$ cat src/rtl/sd_pkg.sv
// Shared types and constants for the sd_modn sigma-delta modulator.
// Holds the FSM state encoding, the dither LFSR constants and the feedback-level helpers.
package sd_pkg;

  typedef enum logic {
    ST_RUN     = 1'b0,
    ST_RECOVER = 1'b1
  } sd_state_e;

  localparam logic [15:0] LFSR_SEED = 16'hACE1;
  // Taps 16,14,13,11 expressed for a right-shifting register: bits 0,2,3,5 feed bit 15.
  localparam logic [15:0] LFSR_TAPS = 16'h002D;

  function automatic logic signed [63:0] fb_pos(input int bw);
    return (64'sd1 <<< (bw - 1)) - 64'sd1;
  endfunction

  function automatic logic signed [63:0] fb_neg(input int bw);
    return -(64'sd1 <<< (bw - 1));
  endfunction

endpackage

$ cat src/rtl/sd_integ.sv
// One saturating integrator stage: q <= sat(q + din - fb) when en, RESETVAL when en && clear.
// The clamp flag is combinational and reflects the sum that the next enabled edge would store.
module sd_integ
  import sd_pkg::*;
#(
  parameter int IW       = 36,
  parameter int RESETVAL = 0
) (
  input  logic                 clk,
  input  logic                 reset,
  input  logic                 en,
  input  logic                 clear,
  input  logic signed [IW-1:0] din,
  input  logic signed [IW-1:0] fb,
  output logic signed [IW-1:0] q,
  output logic                 clamp
);

  localparam logic signed [IW-1:0] RST_Q   = IW'(RESETVAL);
  localparam logic signed [IW+1:0] SUM_MAX = {3'b000, {(IW - 1){1'b1}}};
  localparam logic signed [IW+1:0] SUM_MIN = {3'b111, {(IW - 1){1'b0}}};

  // Two guard bits keep q + din - fb exact before the clamp decision.
  logic signed [IW+1:0] sum;
  logic signed [IW-1:0] sat;
  logic                 over_hi;
  logic                 over_lo;

  assign sum = {{2{q[IW-1]}}, q} + {{2{din[IW-1]}}, din} - {{2{fb[IW-1]}}, fb};

  always_comb begin
    over_hi = (sum > SUM_MAX);
    over_lo = (sum < SUM_MIN);
    sat     = sum[IW-1:0];
    if (over_hi) begin
      sat = SUM_MAX[IW-1:0];
    end else if (over_lo) begin
      sat = SUM_MIN[IW-1:0];
    end
  end

  assign clamp = over_hi | over_lo;

  always_ff @(posedge clk or posedge reset) begin
    if (reset) begin
      q <= RST_Q;
    end else if (en) begin
      q <= clear ? RST_Q : sat;
    end
  end

endmodule

$ cat src/rtl/sd_modn.sv
// Cascaded-integrator sigma-delta modulator with overload detection and timed recovery.
// Optional input dither from a 16-bit LFSR is built when SD_DITHER_EN is defined.
module sd_modn
  import sd_pkg::*;
#(
  parameter int BW           = 32,
  parameter int ORDER        = 2,
  parameter int IW           = BW + 4,
  parameter int RESETVAL     = 0,
  parameter int OVL_CYCLES   = 8,
  parameter int RECOV_CYCLES = 16
) (
  input  logic          clk,
  input  logic          reset,
  input  logic          en,
  input  logic [BW-1:0] sd_in,
  output logic          bs_out,
  output logic          bs_valid,
  output logic          ovl,
  input  logic          ovl_clr,
  output logic          in_recov
);

  localparam int OCW = $clog2(OVL_CYCLES + 1);
  localparam int RCW = $clog2(RECOV_CYCLES + 1);
  localparam logic signed [IW-1:0] FB_POS = IW'(fb_pos(BW));
  localparam logic signed [IW-1:0] FB_NEG = IW'(fb_neg(BW));

  sd_state_e            state_q, state_d;
  logic [OCW-1:0]       ovl_cnt_q, ovl_cnt_d;
  logic [RCW-1:0]       rec_cnt_q, rec_cnt_d;
  logic                 trigger;
  logic                 integ_clear;
  logic signed [IW-1:0] integ_q [ORDER];
  logic [ORDER-1:0]     clamp_v;
  logic signed [IW-1:0] sd_ext;
  logic signed [IW-1:0] x_ext;
  logic signed [IW-1:0] fb;

  assign sd_ext = {{(IW - BW){sd_in[BW-1]}}, sd_in};

`ifdef SD_DITHER_EN
  logic [15:0] lfsr;

  always_ff @(posedge clk or posedge reset) begin
    if (reset) begin
      lfsr <= LFSR_SEED;
    end else if (en) begin
      lfsr <= {^(lfsr & LFSR_TAPS), lfsr[15:1]};
    end
  end

  assign x_ext = sd_ext + {{(IW - 1){1'b0}}, lfsr[0]};
`else
  assign x_ext = sd_ext;
`endif

  // Recovery emits an alternating 1,0,1,... pattern; otherwise the sign of the last stage.
  assign in_recov    = (state_q == ST_RECOVER);
  assign bs_out      = in_recov ? ~rec_cnt_q[0] : ~integ_q[ORDER-1][IW-1];
  assign fb          = bs_out ? FB_POS : FB_NEG;
  assign integ_clear = in_recov | trigger;

  for (genvar k = 0; k < ORDER; k++) begin : g_integ
    logic signed [IW-1:0] din;
    if (k == 0) begin : g_first
      assign din = x_ext;
    end else begin : g_next
      assign din = integ_q[k-1];
    end
    sd_integ #(
      .IW       (IW),
      .RESETVAL (RESETVAL)
    ) u_integ (
      .clk   (clk),
      .reset (reset),
      .en    (en),
      .clear (integ_clear),
      .din   (din),
      .fb    (fb),
      .q     (integ_q[k]),
      .clamp (clamp_v[k])
    );
  end

  always_comb begin
    state_d   = state_q;
    ovl_cnt_d = ovl_cnt_q;
    rec_cnt_d = rec_cnt_q;
    trigger   = 1'b0;
    if (en) begin
      case (state_q)
        ST_RUN: begin
          if (|clamp_v) begin
            if (ovl_cnt_q == OCW'(OVL_CYCLES - 1)) begin
              trigger   = 1'b1;
              state_d   = ST_RECOVER;
              ovl_cnt_d = '0;
              rec_cnt_d = '0;
            end else begin
              ovl_cnt_d = ovl_cnt_q + OCW'(1);
            end
          end else begin
            ovl_cnt_d = '0;
          end
        end
        ST_RECOVER: begin
          if (rec_cnt_q == RCW'(RECOV_CYCLES - 1)) begin
            state_d   = ST_RUN;
            rec_cnt_d = '0;
          end else begin
            rec_cnt_d = rec_cnt_q + RCW'(1);
          end
        end
        default: state_d = ST_RUN;
      endcase
    end
  end

  always_ff @(posedge clk or posedge reset) begin
    if (reset) begin
      state_q   <= ST_RUN;
      ovl_cnt_q <= '0;
      rec_cnt_q <= '0;
      bs_valid  <= 1'b0;
      ovl       <= 1'b0;
    end else begin
      state_q   <= state_d;
      ovl_cnt_q <= ovl_cnt_d;
      rec_cnt_q <= rec_cnt_d;
      bs_valid  <= en;
      // A fresh overload outranks a simultaneous clear request.
      if (trigger) begin
        ovl <= 1'b1;
      end else if (ovl_clr) begin
        ovl <= 1'b0;
      end
    end
  end

endmodule

$ cat config.mk
export PLATFORM = sky130hd
export DESIGN_NAME = sd_modn
export DESIGN_NICKNAME = d
export VERILOG_FILES = /design/src/rtl/sd_pkg.sv /design/src/rtl/sd_integ.sv /design/src/rtl/sd_modn.sv
export SDC_FILE = /design/constraint.sdc
export NUM_CORES = 1
export LEC_CHECK = 0
export BUFFER_PORTS_ARGS = -buffer_cell sky130_fd_sc_hd__buf_4
export CORE_MARGIN = 1.5
export CORE_UTILIZATION = 55
export CTS_BUF_LIST = sky130_fd_sc_hd__clkbuf_8
export DETAILED_ROUTE_END_ITERATION = 7
export PLACE_DENSITY = 0.72
export SLEW_MARGIN = 25
export SYNTH_ARGS = -nofsm -noshare
export SYNTH_HDL_FRONTEND = slang
export SYNTH_HIERARCHICAL = 1
export SYNTH_SLANG_ARGS = --single-unit
$ cat constraint.sdc
create_clock -name clk -period 8.2 [get_ports clk]
set_clock_uncertainty 0.05 [all_clocks]
set_input_delay 1.23 -clock clk [delete_from_list [all_inputs] [get_ports clk]]
set_output_delay 1.23 -clock clk [all_outputs]
set_load 0.005 [all_outputs]
== Word level (Yosys, flattened, before mapping) ==
Cells that the tools add are included.

* Register bits: 84
* Input bits: 36
* Output and inout bits: 4

* Add/sub/neg operators: 6
* Magnitude comparators: 4
* Eq/ne operators: 4
* Muxes and demuxes: 22
* Bitwise gates (word level): 6
* Reduce and logical (&&, ||, !) cells: 4

{| class="wikitable"
|+ Operators by type and width
! cell !! count
|-
| $mux 36 || 7
|-
| $gt 38x36->1 const B || 2
|-
| $lt 38x36->1 const B || 2
|-
| $sub 38x38->38 || 2
|-
| $add 36x32->37 || 1
|-
| $add 36x36->37 || 1
|-
| $mux 5 || 3
|-
| $pmux 5 s2 || 1
|-
| $mux 1 || 8
|-
| $mux 4 || 2
|-
| $add 5x1->5 const B || 1
|-
| $eq 5x4->1 const B || 1
|-
| $add 4x1->4 const B || 1
|-
| $eq 4x3->1 const B || 1
|-
| $ne 2x2->1 const B || 2
|-
| $not 1->1 || 3
|-
| $or 1x1->1 || 3
|-
| $reduce_and 3->1 || 1
|-
| $pmux 1 s2 || 1
|-
| $reduce_and 2->1 || 1
|-
| $reduce_bool 2->1 || 1
|-
| $reduce_or 2->1 || 1
|}

== Longest topological paths before layout ==
Gate-level depths: netlist (run 1).

* Depth in word-level cells: 12
* Depth in mapped cells: 33
* Depth with buffers taken out: 29

== Cells and area by module ==
Netlist (run 1), hierarchy kept.

{| class="wikitable"
|+ By module, submodules not included
! module !! instances !! cells an instance !! area an instance (µm²) !! sequential area each (µm²)
|-
| sd_integ (g_integ[0].u_integ) || 1 || 651 || 5256.3 || 900.9
|-
| sd_integ (g_integ[1].u_integ) || 1 || 656 || 5246.3 || 900.9
|-
| sd_modn || 1 || 58 || 624.3 || 300.3
|}

== Worst setup path after synthesis (run 1) ==
No wires, ideal clock.

* Kind: flip-flop to flip-flop
* From: register state_q (netlist: in_recov)
* To: register g_integ[1].u_integ.q[5]
* Arrival time: 6.905 ns
* Setup slack: 1.119 ns
* Stages on the path, launching flop included: 22
* Path buffers: 3
* Cell sequence: dfrtp_1 > buf_2 > mux2i_1 > inv_1 > ha_1 > nor2b_1 > o2111ai_1 > a21boi_1 > a21oi_1 > o21ai_1 > a21oi_1 > o21a_1 > o41ai_4 > mux2i_1 > nor2_1 > nand3b_1 > nand2b_1 > nor2_1 > and3b_1 > buf_2 > buf_2 > a221o_1

* Cells in the longest elaborated chain, start to end: 11
* Elaborated cells on any way between the ends: 18
* Classes of those cells: 2 x add/sub; 4 x order compare; 8 x mux; 3 x bitwise; 1 x reduce/logical

{| class="wikitable"
|+ RTL lines
! what !! RTL line !! source
|-
| start, declared || sd_modn.sv:29 || <nowiki>sd_state_e state_q, state_d;</nowiki>
|-
| start signal, assigned || sd_modn.sv:128 || <nowiki>state_q <= state_d;</nowiki>
|-
| $mux 1 (*) || sd_modn.sv:60 || <nowiki>assign bs_out = in_recov ? ~rec_cnt_q[0] : ~integ_q[ORDER-1][IW-1];</nowiki>
|-
| net bs_out || sd_modn.sv:17 || <nowiki>output logic bs_out,</nowiki>
|-
| $mux 36 (*) || sd_modn.sv:61 || <nowiki>assign fb = bs_out ? FB_POS : FB_NEG;</nowiki>
|-
| $sub 38x38->38 (*) || sd_integ.sv:29 || <nowiki>assign sum = {{2{q[IW-1]}}, q} + {{2{din[IW-1]}}, din} - {{2{fb[IW-1]}}, fb};</nowiki>
|-
| $gt 38x36->1 or $lt 38x36->1 (tied branches) || sd_integ.sv:32, sd_integ.sv:33 ||
|-
| $or 1x1->1 (*) || sd_integ.sv:42 || <nowiki>assign clamp = over_hi | over_lo;</nowiki>
|-
| net clamp_v[0] || sd_modn.sv:35 || <nowiki>logic [ORDER-1:0] clamp_v;</nowiki>
|-
| $reduce_or 2->1 (*) || sd_modn.sv:94 || <nowiki>if (|clamp_v) begin</nowiki>
|-
| $mux 1 (*) || sd_modn.sv:94 ||
|-
| $mux 1 (*) || sd_modn.sv:92 || <nowiki>case (state_q)</nowiki>
|-
| $mux 1 (*) || sd_modn.sv:91 || <nowiki>if (en) begin</nowiki>
|-
| $or 1x1->1 (*) || sd_modn.sv:62 || <nowiki>assign integ_clear = in_recov | trigger;</nowiki>
|-
| net integ_clear || sd_modn.sv:33 || <nowiki>logic integ_clear;</nowiki>
|-
| $mux 36 (*) || sd_integ.sv:48 || <nowiki>q <= clear ? RST_Q : sat;</nowiki>
|-
| end signal, assigned || sd_integ.sv:48 ||
|-
| end, declared || sd_integ.sv:15 || <nowiki>output logic signed [IW-1:0] q,</nowiki>
|}

The timed path passes the listed nets; every way through them passes the cells marked *.
A chain may end at the register's enable or synchronous reset.

== Worst setup path after layout (run 1) ==
* From: input sd_in[0]
* To: register g_integ[1].u_integ.q[26]

* Cells in the longest elaborated chain, start to end: 10
* Elaborated cells on any way between the ends: 11
* Classes of those cells: 2 x add/sub; 2 x order compare; 4 x mux; 2 x bitwise; 1 x reduce/logical

{| class="wikitable"
|+ RTL lines
! what !! RTL line !! source
|-
| start, declared || sd_modn.sv:16 || <nowiki>input logic [BW-1:0] sd_in,</nowiki>
|-
| $add 36x32->37 (*) || sd_integ.sv:29 ||
|-
| $sub 38x38->38 (*) || sd_integ.sv:29 ||
|-
| $gt 38x36->1 or $lt 38x36->1 (tied branches) || sd_integ.sv:32, sd_integ.sv:33 ||
|-
| $or 1x1->1 (*) || sd_integ.sv:42 ||
|-
| net clamp_v[0] || sd_modn.sv:35 ||
|-
| $reduce_or 2->1 (*) || sd_modn.sv:94 ||
|-
| $mux 1 (*) || sd_modn.sv:94 ||
|-
| $mux 1 (*) || sd_modn.sv:92 ||
|-
| $mux 1 (*) || sd_modn.sv:91 ||
|-
| $or 1x1->1 (*) || sd_modn.sv:62 ||
|-
| net integ_clear || sd_modn.sv:33 ||
|-
| $mux 36 (*) || sd_integ.sv:48 ||
|}

Marked as above.

==> results of run 1 <==
## critical path: cells and delay by family
family,cells,cell delay (ps)
multiplexers,1,120
buffers and inverters,4,740
XOR/XNOR,1,180
AND/OR/NAND/NOR,10,1880
adder cells (fa/ha/maj),3,860
AO/OA/AOI/OAI,11,2940
## layer usage
layer  vias up  share of wire  GRT usage
li1       5083              -          -
met4         0          0.019    0.07500
met3        36          0.057    0.04591
met1      4814           0.47     0.3817
met2       308           0.45     0.4345
met5         -              0          0
## logic make-up after synthesis
kind of cell | after synthesis | share of synthesized area
xor+xnor | 131 | 0.1038
fa+ha+maj | 152 | 0.1736
mux | 6 | 0.005398
simple gates | 311 | 0.1389
buf+inv | 186 | 0.07242
compound gates | 495 | 0.3170
flops | 84 | 0.1889
## metrics by stage
| stage | hold slack [ps] | utilization |
|---|---|---|
| after floorplan | 426.6 | - |
| after global placement | 451.7 | 0.5879 |
| after detailed placement | 456.9 | 0.5879 |
| after CTS | 480.0 | 0.5996 |
| after global routing | 494.4 | 0.6012 |
| final | 478.8 | 0.6012 |
## cells in the final DEF (no fill, tap or decap), types with 7 or more instances in the layout
| cell | netlist | routed |
|---|---|---|
| a221o_1 | 69 | 69 |
| nor2b_1 | 16 | 16 |
| o21ai_0 | 63 | 63 |
| nand2_1 | 88 | 88 |
| and3_1 | 12 | 12 |
| o211ai_1 | 7 | 7 |
| nor2_1 | 71 | 71 |
| clkbuf_8 | 0 | 9 |
| o21ai_1 | 8 | 8 |
| a211oi_1 | 12 | 11 |
| ha_1 | 148 | 148 |
| a31oi_1 | 24 | 23 |
| nor3_1 | 10 | 10 |
| a21oi_1 | 137 | 137 |
| o21a_1 | 13 | 13 |
| o21bai_1 | 26 | 26 |
| buf_4 | 0 | 50 |
| inv_1 | 135 | 135 |
| dfrtp_1 | 84 | 84 |
| xnor2_1 | 85 | 85 |
| and2_1 | 9 | 9 |
| nand3_1 | 32 | 32 |
| xor2_1 | 45 | 45 |
| nand2b_1 | 16 | 16 |
| a21o_1 | 60 | 60 |
| nand4_1 | 24 | 24 |
## final cells by class
class                      count  area [um^2]
clock inverter                 7        105.1
tap                          265        331.6
fill                        1832         7838
timing repair buffer          51        390.4
sequential                    84         2102
clock buffer                   9        123.9
inverter                     137        514.2
multi-input combinational   1095         8249
## registers in the layout, summed over array words and instances (netlist names)
signal             count
g_integ.u_integ/q     72
rec_cnt_q              5
ovl_cnt_q              4
bs_valid               1
in_recov               1
ovl                    1
## path summary, 6_finish.rpt
path	start	endpoint	cells past startpoint	slack, ps
worst max-delay path	sd_in[0]	g_integ[1].u_integ/q[26]	30	510
max in group asynchronous	reset	g_integ[1].u_integ/q[5]	3	6820
worst min register to register	g_integ[1].u_integ/q[5]	g_integ[1].u_integ/q[5]	1	480
worst max register to register	g_integ[0].u_integ/q[0]	g_integ[0].u_integ/q[22]	30	920
worst min-delay path	g_integ[1].u_integ/q[5]	g_integ[1].u_integ/q[5]	1	480
min in group asynchronous	reset	bs_valid	2	790
==> impl_metrics.tcl, run 1 <==
set metrics [dict create \
    crit_fanout 35 \
    std_cell_rows 51 \
    ys_seq_area_frac 0.1889 \
    yosys.cell_types.count 85 \
    slew-limit-headroom 0.5044 \
    n_antenna_cell 0 \
    synthesis.nets 1553 \
    synth_area_leaders "dfrtp_1, ha_1, xnor2_1, a221o_1, a21oi_1" \
    grt_usage 0.2735 \
    fin_cells 1648 \
    dr.pass1.iters 5 \
    outcome "finished, final reports clean" \
    start_util 0.5661 \
    place_area_um2 11550 \
    clkSinkCount 84 \
    coreArea_um2 19650 \
    finalCritPeriodShare 0.9381 \
    ios 40 \
    max_cap_violations 0 \
    final_cell_area_um2 11820 \
    synth_largest_area_cell "dfrtp_1" \
    pre_cts_ws_ps 130.4 \
    wl_per_cell_um 17.80 \
    fp.dieW_um 145.2 \
    hp-class "flop to flop" \
    cts_resized 0 \
    dp_hpwl_um 22800 \
    yosysTopAreaCellShare 0.1889 \
    fin_ws_ps 507.5 \
    setup_violations 0 \
    holdBufCountCts 0 \
    die_h_um 145.2 \
    synthFlopType "dfrtp_1" \
    cp.arrival_ps 7980 \
    synthArstFlopShare 1.000 \
    clockBufferDepth 2 \
    area_growth_pct 6.196 \
    drive_gt1_frac 0.07231 \
    synth-edff-count 0 \
    tightest_slew_ps 727.8 \
    remaining_drc_errors 0 \
    grt_setup_unrepaired "no" \
    die-area_um2 21090 \
    cp.required_ps 8480 \
    criticalPathCategory "input pin to flop" \
    synth_cells 1365 \
    crit_slowest_cell "ha_1" \
    cts_setup_buffers 0 \
    drt_wl_total_um 29340 \
    slowest_delay_ps 470 \
    post-place-cells 1631 \
    grt_first_pass_wirelength_um 47290 \
    cp_common_cell "nor2_1" \
    ant_nets 0 \
    synth_commonest_cells "ha_1, a21oi_1, inv_1" \
    period_minus_slack_ps 7693 \
    start_kind "input pin" \
    drt_iter0_markers 885 \
    cts_tree "yes" \
    synth_seq_cells 84 \
    slew_viol_final 0 \
    final_nets 1566 \
    synth_warnings 6 \
    tns_ps 0 \
    grt_overflow 0 \
    clkLatencyLatePin_ps 400 \
    synth_area_um2 11130 \
    cts_buffers 9 \
    synth.avg_cell_area_um2 8.152 \
    hold_viol_final 0 \
    antenna_found_initial 0 \
    port_buffers 39 \
    cts-root-buf "clkbuf_8" \
    grt_max_degree 39 \
    gp_congestion 0.9430 \
    synthMostInstantiatedCell "ha_1" \
    max_freq_ghz 0.1300 \
    end_kind "flop" \
    via_per_inst 6.214 \
    clkTransAtPathRegs_ps 90 \
    grt_pass1_vias 9240 \
    num_vias 10240 \
    cts.htree.levels 3 \
]
Power of run 1 is left out: the tool's default activity adds up to more than one toggle a clock period on the data nets, which glitch-free logic cannot reach.
==> inputs of run 2 (changes only) <==
REMOVE_ABC_BUFFERS = 1   (was not set)
==> impl_metrics.tcl, run 2 (synthesis results as in run 1) <==
set metrics [dict create \
    outcome "finished, final reports clean" \
    setup_violations 0 \
    top_register "g_integ.u_integ/q" \
    max_freq_ghz 0.1339 \
    whs_path_depth 1 \
    remaining_drc_errors 0 \
    num_vias 10080 \
    area_growth_pct 5.510 \
    hold_viol_final 0 \
    worst_path_dominant_cell_family "compound AO/OA/AOI/OAI gates" \
    worstRegToRegCells 30 \
    post-place-cells 1628 \
    via_per_inst 6.129 \
    cts_resized 0 \
    largest_register_ff_count 72 \
    clkSinkCount 84 \
    cts_setup_buffers 0 \
    grt_overflow 0 \
    cp.arrival_ps 7720 \
    worst-path-buf-inv 3 \
    place_area_um2 11530 \
    slew-limit-headroom 0.3696 \
    finalCritPeriodShare 0.9109 \
    end_kind "flop" \
    ios 40 \
    slowest_delay_ps 570 \
    holdBufCountCts 0 \
    drive_gt1_frac 0.06817 \
    start_kind "input pin" \
    grt_max_degree 39 \
    r2r_setup_slack_ps 1140 \
    crit_slowest_cell "a41oi_1" \
    fp.dieW_um 145.2 \
    final_common_cell "ha_1" \
    fin_cells 1644 \
    clockBufferDepth 2 \
    coreArea_um2 19650 \
    r2r_end "g_integ[0].u_integ/q[25]" \
    period_minus_slack_ps 7470 \
    grt_first_pass_wirelength_um 46610 \
    fillers 1844 \
    criticalPathCategory "input pin to flop" \
    top_regs "g_integ.u_integ/q x72, rec_cnt_q x5, ovl_cnt_q x4" \
    hp-class "flop to flop" \
    antenna_found_initial 0 \
    n_antenna_cell 0 \
    tightest_slew_ps 939.7 \
    start_util 0.5661 \
    gp_congestion 0.9225 \
    grt_setup_unrepaired "no" \
    cts.htree.levels 3 \
    wl_per_cell_um 17.25 \
    hold_end "g_integ[1].u_integ/q[34]" \
    cts_tree "yes" \
    grt_pass1_vias 9054 \
    clkLatencyLatePin_ps 370 \
    drt_wl_total_um 28360 \
    std_cell_rows 51 \
    timing.rr.start "g_integ[0].u_integ/q[0]" \
    hold_slack_ps 491.9 \
    crit_fanout 33 \
    cp_common_cell "nor2_1" \
    dr.pass1.iters 5 \
    ant_nets 0 \
    regArea_um2 2102 \
    cp.required_ps 8450 \
    multi_input_area_um2 8238 \
    port_buffers 39 \
    drt_iter0_markers 927 \
    final_cell_mix "ha_1, a21oi_1, inv_1" \
    wl_met2_um 11780 \
    final_nets 1562 \
    final_cell_area_um2 11740 \
    die-area_um2 21090 \
    slew_viol_final 0 \
    dp_hpwl_um 22820 \
    hp-start "g_integ[1].u_integ/q[34]" \
    die_h_um 145.2 \
    met3_length_um 1666 \
    top_layer_used "met4" \
    cts_buffers 9 \
    wl_met1_um 14520 \
    max_cap_violations 0 \
    grt_usage 0.2689 \
    tns_ps 0 \
    cts-root-buf "clkbuf_8" \
    clkTransAtPathRegs_ps 90 \
]
==> run 2: worst max path at each step <==
stage | cells past startpoint | slack, ps | end | start
global placement | 28 | 560 | g_integ[0].u_integ/q[3] | sd_in[0]
CTS | 28 | 760 | g_integ[0].u_integ/q[9] | sd_in[0]
finish | 30 | 730 | g_integ[0].u_integ/q[25] | sd_in[0]
floorplan | 18 | 880 | g_integ[1].u_integ/q[0] | in_recov
global route | 30 | 90 | g_integ[0].u_integ/q[8] | sd_in[0]
detailed placement | 28 | 420 | g_integ[0].u_integ/q[25] | sd_in[0]
==> run 2: through the flow <==
| step | util | setup WS (ps) |
|---|---|---|
| 4_1_cts | 0.5970 | 761.6 |
| 3_3_place_gp | 0.5868 | 563.0 |
| 3_5_place_dp | 0.5868 | 423.5 |
| 5_1_grt | 0.5973 | 91.60 |
| 2_1_floorplan | - | 882.4 |
| 6_report | 0.5973 | 730.4 |
==> run 2: worst register-to-register path: cells and delay by family (launching register included) <==
family          cells  cell delay [ps]
simple gates       13             2100
buf+inv             2              290
mux                 1              240
compound gates     10             2490
fa+ha+maj           3             1100
flops               1              490
xor+xnor            1              170
==> run 2: final cells by class <==
type,count,area share
clock buffer,9,0.01055
tap,265,0.02824
timing repair buffer,47,0.03005
inverter,137,0.04380
sequential,84,0.1790
clock inverter,7,0.006608
multi-input combinational,1095,0.7017
==> run 2: routing by layer <==
metal / global-route usage / vias to the layer above
met5: 0 / -
met4: 0.06276 / 0
met3: 0.02862 / 27
met2: 0.3898 / 282
met1: 0.4211 / 4702
li1: - / 5065
Power of run 2 is left out for the same reason.
==> inputs of run 3 (changes only) <==
==> constraint.sdc (replaced) <==
create_clock -name clk -period 8.2 [get_ports clk]
set_clock_uncertainty 0.05 [all_clocks]
set_input_delay 0.82 -clock clk [delete_from_list [all_inputs] [get_ports clk]]
set_output_delay 0.82 -clock clk [all_outputs]
set_load 0.005 [all_outputs]
==> impl_metrics.tcl, run 3 (synthesis results as in run 1) <==
set metrics [dict create \
    cts-root-buf "clkbuf_8" \
    via_per_inst 6.171 \
    slew-limit-headroom 0.3801 \
    cts_tree "yes" \
    setup_violations 0 \
    clockBufferDepth 2 \
    end_kind "flop" \
    fillers 1857 \
    grt_setup_unrepaired "no" \
    clkTransAtPathRegs_ps 90 \
    cts_setup_buffers 0 \
    max_cap_violations 0 \
    top_regs "g_integ.u_integ/q x72, rec_cnt_q x5, ovl_cnt_q x4" \
    final_core_util 0.5972 \
    hold_viol_final 0 \
    finalCritPeriodShare 0.8769 \
    die_h_um 145.2 \
    r2r_end "g_integ[1].u_integ/q[22]" \
    coreArea_um2 19650 \
    largest_register_ff_count 72 \
    final_common_cell "ha_1" \
    cp.arrival_ps 7430 \
    max_freq_ghz 0.1391 \
    outcome "finished, final reports clean" \
    slew_viol_final 0 \
    place_area_um2 11520 \
    worstRegToRegCells 29 \
    ios 40 \
    clkLatencyLatePin_ps 360 \
    drive_gt1_frac 0.06831 \
    cts.htree.levels 3 \
    num_vias 10130 \
    r2r_setup_slack_ps 1060 \
    crit_fanout 35 \
    grt_overflow 0 \
    remaining_drc_errors 0 \
    drt_iter0_markers 823 \
    fp.dieW_um 145.2 \
    n_antenna_cell 0 \
    hp-class "input pin to asynchronous set/reset pin" \
    final_cell_area_um2 11740 \
    die-area_um2 21090 \
    std_cell_rows 51 \
    gp_congestion 0.9634 \
    grt_pass1_vias 9228 \
    cts_resized 0 \
    period_minus_slack_ps 7191 \
    final_nets 1559 \
    port_buffers 39 \
    cp.required_ps 8440 \
    ant_nets 0 \
    grt_first_pass_wirelength_um 47100 \
    grt_usage 0.2694 \
    drt_wl_total_um 28310 \
    clkSinkCount 84 \
    post-place-cells 1625 \
    timing.rr.start "g_integ[0].u_integ/q[0]" \
    cts_buffers 9 \
    fin_cells 1641 \
    dr.pass1.iters 6 \
    grt_max_degree 39 \
    top_register "g_integ.u_integ/q" \
    final_cell_mix "ha_1, a21oi_1, inv_1" \
    startpoint "sd_in[0]" \
    criticalPathCategory "input pin to flop" \
    start_kind "input pin" \
    dp_hpwl_um 23050 \
    tns_ps 0 \
    area_growth_pct 5.487 \
    antenna_found_initial 0 \
    start_util 0.5661 \
    holdBufCountCts 0 \
    wl_per_cell_um 17.25 \
    tightest_slew_ps 924.1 \
]
[run 3: stage by stage]
step | hold WS, ps | worst slack (ps)
after CTS | 444.1 | 791.2
after global placement | 459.3 | 617.0
after detailed placement | 461.0 | 465.0
after global routing | 458.5 | 292.0
after floorplan | 426.6 | 882.4
final | 445.2 | 1009
[run 3: worst max path at each step]
stage	slack (ps)	cells past startpoint	to
floorplan	880	18	g_integ[1].u_integ/q[0]
global placement	620	28	g_integ[1].u_integ/q[4]
detailed placement	460	28	g_integ[0].u_integ/q[15]
CTS	790	28	g_integ[0].u_integ/q[15]
global route	290	29	g_integ[1].u_integ/q[15]
finish	1010	28	g_integ[1].u_integ/q[22]
[run 3: layout make-up]
cell class              instances  area [um^2]  area share
clock buffers                  11        151.4     0.01290
flip-flops and latches         84         2102      0.1791
inverters                     137        514.2     0.04381
well taps                     265        331.6     0.02825
multi-input cells            1095         8235      0.7016
clock inverters                 5        60.06    0.005117
repair buffers                 44        342.8     0.02921
[run 3: critical path, cell delays in order]
cell      delay (ps)
buf_4            110
ha_1             200
inv_1             70
fa_1             200
nor2b_1           50
o21ai_0          280
a211oi_1         130
a211oi_1         360
a31oi_1          190
a31oi_1          400
o21ai_1          190
a41oi_1          550
o311ai_0         220
ha_1             430
nand4_1          210
o221ai_1         220
a211oi_2         200
o41ai_2          120
a311o_2          430
xnor2_2          150
nor2_1           210
mux2i_1          130
nor2_1           140
nand3b_1         190
nand2b_1         160
nor2_1           170
o21a_2           600
a221o_1          280
[run 3: metal layers]
metal  track usage  wire, um  vias to the layer above
met5             0         0                        -
met4       0.06786       396                        0
met3       0.01730      1491                       23
met2        0.3957     11820                      280
met1        0.4225     14600                     4757
li1              -         -                     5067
Power of run 3 is left out for the same reason.
